==> config.mk <==
export PLATFORM = sky130hd
export DESIGN_NAME = draw_bg_rom
export DESIGN_NICKNAME = d
export VERILOG_FILES = /design/src/rtl/bg_pkg.sv /design/src/rtl/bg_delay_line.sv /design/src/rtl/draw_bg_rom.sv
export SDC_FILE = /design/constraint.sdc
export NUM_CORES = 1
export LEC_CHECK = 0
export ABC_CLOCK_PERIOD_IN_PS = 1100
export BUFFER_PORTS_ARGS = -buffer_cell sky130_fd_sc_hd__clkbuf_2
export CAP_MARGIN = 5
export CORE_MARGIN = 2
export CORE_UTILIZATION = 42
export CTS_BUF_LIST = sky130_fd_sc_hd__clkbuf_4 sky130_fd_sc_hd__clkbuf_8 sky130_fd_sc_hd__clkbuf_16
export CTS_CLUSTER_SIZE = 14
export DETAILED_ROUTE_END_ITERATION = 8
export GPL_TIMING_DRIVEN = 0
export HOLD_SLACK_MARGIN = 0.03
export PLACE_DENSITY = 0.78
export SLEW_MARGIN = 20
export SYNTH_ARGS = -nofsm -noshare
export SYNTH_HDL_FRONTEND = slang
export SYNTH_SLANG_ARGS = --single-unit
export TNS_END_PERCENT = 50
==> constraint.sdc <==
create_clock -name clk -period 1.1 [get_ports clk]
set_input_delay 0.11 -clock clk [delete_from_list [all_inputs] [get_ports clk]]
set_output_delay 0.11 -clock clk [all_outputs]
set_load 0.005 [all_outputs]
==> src/rtl/bg_pkg.sv <==
// Shared constants and the VGA timing bundle for the background ROM draw stage.
package bg_pkg;

  localparam int BG_WIDTH  = 1024;
  localparam int BG_HEIGHT = 768;
  localparam int BG_ADDR_W = 20;
  localparam int RGB_W     = 12;
  localparam int CNT_W     = 11;
  localparam int X_W       = 10;

  localparam logic [RGB_W-1:0] BLANK_RGB = 12'h000;

  typedef struct packed {
    logic [CNT_W-1:0] hcount;
    logic             hsync;
    logic             hblnk;
    logic [CNT_W-1:0] vcount;
    logic             vsync;
    logic             vblnk;
  } vga_tim_t;

endpackage

==> src/rtl/bg_delay_line.sv <==
// Fixed-depth shift register used to hold timing while the ROM read is in flight.
module bg_delay_line #(
  parameter int DEPTH = 1,
  parameter int WIDTH = 1
) (
  input  logic             clk,
  input  logic             rst_n,
  input  logic [WIDTH-1:0] d,
  output logic [WIDTH-1:0] q
);

  logic [WIDTH-1:0] taps [DEPTH];

  always_ff @(posedge clk or negedge rst_n) begin
    if (!rst_n) begin
      for (int i = 0; i < DEPTH; i++) begin
        taps[i] <= '0;
      end
    end else begin
      taps[0] <= d;
      for (int i = 1; i < DEPTH; i++) begin
        taps[i] <= taps[i-1];
      end
    end
  end

  assign q = taps[DEPTH-1];

endmodule

==> src/rtl/draw_bg_rom.sv <==
// Background ROM stage: maps VGA timing to ROM addresses and re-aligns returned pixels.
// Define BG_SCROLL_EN to add a per-frame horizontal scroll offset.
module draw_bg_rom
  import bg_pkg::*;
#(
  parameter int ROM_LATENCY = 1
`ifdef BG_SCROLL_EN
  , parameter int SCROLL_STEP = 1
`endif
) (
  input  logic                 clk,
  input  logic                 rst_n,
  input  logic [CNT_W-1:0]     hcount_in,
  input  logic                 hsync_in,
  input  logic                 hblnk_in,
  input  logic [CNT_W-1:0]     vcount_in,
  input  logic                 vsync_in,
  input  logic                 vblnk_in,
  output logic [BG_ADDR_W-1:0] rom_addr,
  input  logic [RGB_W-1:0]     rom_rgb,
  output logic [CNT_W-1:0]     hcount_out,
  output logic                 hsync_out,
  output logic                 hblnk_out,
  output logic [CNT_W-1:0]     vcount_out,
  output logic                 vsync_out,
  output logic                 vblnk_out,
  output logic [RGB_W-1:0]     rgb_out
);

  localparam logic [CNT_W-1:0] H_LIMIT = CNT_W'(BG_WIDTH);
  localparam logic [CNT_W-1:0] V_LIMIT = CNT_W'(BG_HEIGHT);
  localparam logic [X_W-1:0]   X_MASK  = X_W'(BG_WIDTH - 1);
  localparam int               LINE_W  = $bits(vga_tim_t) + 1;

  vga_tim_t          tim_in;
  vga_tim_t          tim_a;
  vga_tim_t          tim_w;
  logic              vis;
  logic              valid_a;
  logic              valid_w;
  logic [X_W-1:0]    x_off;
  logic [X_W-1:0]    x_pix;
  logic [LINE_W-1:0] line_d;
  logic [LINE_W-1:0] line_q;

  assign tim_in = '{hcount: hcount_in, hsync: hsync_in, hblnk: hblnk_in,
                    vcount: vcount_in, vsync: vsync_in, vblnk: vblnk_in};

`ifdef BG_SCROLL_EN
  logic vsync_q;

  // Offset only moves on a vsync rising edge, which always falls inside vblank.
  always_ff @(posedge clk or negedge rst_n) begin
    if (!rst_n) begin
      vsync_q <= 1'b0;
      x_off   <= '0;
    end else begin
      vsync_q <= vsync_in;
      if (vsync_in && !vsync_q) begin
        x_off <= (x_off + X_W'(SCROLL_STEP)) & X_MASK;
      end
    end
  end
`else
  assign x_off = '0;
`endif

  // Full 11-bit compares so hcount/vcount beyond the image never alias into it.
  always_comb begin
    vis = !hblnk_in && !vblnk_in && (hcount_in < H_LIMIT) && (vcount_in < V_LIMIT);
    x_pix = (hcount_in[X_W-1:0] + x_off) & X_MASK;
  end

  always_ff @(posedge clk or negedge rst_n) begin
    if (!rst_n) begin
      rom_addr <= '0;
      valid_a  <= 1'b0;
      tim_a    <= '0;
    end else begin
      rom_addr <= vis ? {vcount_in[9:0], x_pix} : '0;
      valid_a  <= vis;
      tim_a    <= tim_in;
    end
  end

  assign line_d = {valid_a, tim_a};

  bg_delay_line #(
    .DEPTH (ROM_LATENCY),
    .WIDTH (LINE_W)
  ) u_rom_wait (
    .clk   (clk),
    .rst_n (rst_n),
    .d     (line_d),
    .q     (line_q)
  );

  assign {valid_w, tim_w} = line_q;

  always_ff @(posedge clk or negedge rst_n) begin
    if (!rst_n) begin
      rgb_out    <= '0;
      hcount_out <= '0;
      hsync_out  <= 1'b0;
      hblnk_out  <= 1'b0;
      vcount_out <= '0;
      vsync_out  <= 1'b0;
      vblnk_out  <= 1'b0;
    end else begin
      rgb_out    <= valid_w ? rom_rgb : BLANK_RGB;
      hcount_out <= tim_w.hcount;
      hsync_out  <= tim_w.hsync;
      hblnk_out  <= tim_w.hblnk;
      vcount_out <= tim_w.vcount;
      vsync_out  <= tim_w.vsync;
      vblnk_out  <= tim_w.vblnk;
    end
  end

endmodule

==> reports/metrics.cfg <==
[critical_path]
worstRegToRegCells=2
worst_setup_path_start_kind=register
critPathBufInv=1
crit_family=flip-flops
critPathRequiredTime_ps=990
r2r-end=rgb_out[1]
max_stage_delay_ps=400
r2r_setup_slack_ps=250
slowest_stage=dfrtp_1
crit_chain=clkbuf_2
end_kind=output pin
path_max_fanout=1
rr_startpoint=u_rom_wait.q[26]
crit_type=register to output pin
critPathArrivalTime_ps=860

[synth]
syn_area_per_cell_sq_um=20.4
synthSimpleGateAreaFrac_pct=8.14
netlist_area_sq_mm=0.00308
yosys_register_bits=112
ys_warn_count=0
synth_top_family_by_area=simple AND/OR/NAND/NOR gates
synthDistinctLibCells=11
syn-num-nets=191
synthXorXnorAreaFrac_pct=0
ys_seq_area_share_pct=91.1
synth_compound_area_share_pct=0
synthMuxAreaShare_pct=0
synthAdderAreaFrac_pct=0
synth_cells=151

[global_route]
antenna_found_initial=0
grt_max_degree=61
grt_pass1_wl_mm=8.09
track_usage_pct=14.2
grt-ovfl-total=0
first_global_vias=1746

[timing]
finClkSkew_ps=7.19
min_period_ps=973
tightest_slew_ps=425
rsz0062_at_grt=false
setup_ws_ps=127
fmax_mhz=1030
finalSetupTns_ps=0
maxSlewViolCount=0
fin_crit_sh_pct=88.5
finalSetupViolCount=0
max-slew-margin-rel_pct=71.7
final_hold_viol_count=0

[min_path]
hp-class=input port to register
min_path_cells=2
hold_path.startpoint=vcount_in[8]
hold_end=rom_addr[18]

[floorplanning]
ios=98
initial_core_util_pct=42.9
die_y_um=89.6
die_w_um=89.6
die-area_sq_mm=0.00802
placementRows=31
core_sq_mm=0.00718

[finish]
multi_input_area_sq_um=250
drive_above_1_share_pct=42.1
layout_commonest_cell=dfrtp_1
fin_cells=403
nNetsFinal=339
syn2layout_area_growth_pct=39.8
final_cell_mix=112 x dfrtp_1, 96 x clkbuf_2, 39 x dlygate4sd3_1
antennaDiodeCount=0
n_fill_cell=547
seq_area_sq_mm=0.00280

[power]
vdd_drop_max_mv=0.868
power_density_mw_per_mm2=1620
leakage_uw=0.00225

[drt]
drt-vias-per-instance=4.18
antenna_left=0
vias=1683
drt-initial-drc-count=52
drt-total-wl_mm=5.27
drc_errors=0
wl_per_cell_um=13.1
dr.pass1.iters=4

[clock_tree]
cts.clk_slew.worst_paths_ps=100
cts_setup_buffers=0
worstSkewPairLatency_ps=360
cts-root-buf=clkbuf_8
ctsLongestPathBuffers=2
post_cts_resized=0
h-tree-depth=3
cts_tree=yes
numClockSinks=112
postCtsHoldBufs=39
cts_buffers=9

[place]
dp_cells=348
portBuffers=97
gp_congestion=0.666
dp_slack_ps=-125
dp_hpwl_mm=3.18

[flow_run]
drv_cap=0

[status]
status=finished, final reports clean

-- flip-flops by register name, indices dropped and copies added (netlist names), 11 cells and up --
register and flops:
rom_addr 20, vcount_out 11, hcount_out 11, line_d 26
rgb_out 12, u_rom_wait.q 27
-- Yosys cell counts --
library cell  number  area share [%]
dfrtp_1          112              91
buf_4              2            0.49
and2_1            12             2.4
and3_1             9             1.8
nor4_4             1            0.69
and3b_1            1            0.28
and3b_2            1            0.33
and3_2             9             2.2
nand2_1            1            0.12
clkbuf_1           2            0.24
and2_2             1            0.24
-- logic make-up (layout without fill, tap and decap cells) --
logic type,after synthesis,after routing
simple gates,35,35
buf+inv,4,157
flops,112,112
-- final cells by class --
type | count | share of cell area, %
sequential | 112 | 65.2
timing repair buffer | 137 | 21.2
multi-input combinational | 35 | 5.82
clock buffer | 10 | 3.20
tap | 99 | 2.88
clock inverter | 6 | 1.19
buffer | 4 | 0.524
-- stage by stage --
stage	power (uW)	util (%)	hold WS [ps]	area, sq um
floorplan	4430	-	-186	3080
global placement	4660	51.4	222	3680
detailed placement	4690	51.9	95.6	3720
CTS	7070	59.9	33.7	4300
global route	7290	59.9	37.9	4300
finish	6960	59.9	60.0	4300
-- per-layer routing --
metal / GRT usage [%] / share of wire (%) / vias up
met1: 15.3 / 38 / 826
met2: 24.2 / 54 / 69
met3: 4.66 / 5.5 / 14
li1: - / - / 774
met4: 8.41 / 2.6 / 0
met5: 0 / 0 / -
-- power by group --
group	total, uW	internal (uW)	switching [uW]
clock	2260	923	1330
combinational	392	209	184
sequential	4320	4270	41.5
-- how the worst max path moves through the flow --
stage                  from      endpoint  slack [ps]  depth (start not counted)
2_1_floorplan      vblnk_in  rom_addr[10]         320                          3
3_3_place_gp          rst_n     line_d[4]       -1450                          1
3_5_place_dp   vcount_in[8]   rom_addr[9]        -130                          4
4_1_cts         rgb_out[10]   rgb_out[10]         110                          1
5_1_grt         rgb_out[11]   rgb_out[11]          70                          1
6_report       rom_addr[13]  rom_addr[13]         130                          1
Note: power is estimated with default switching activity, not from simulation.
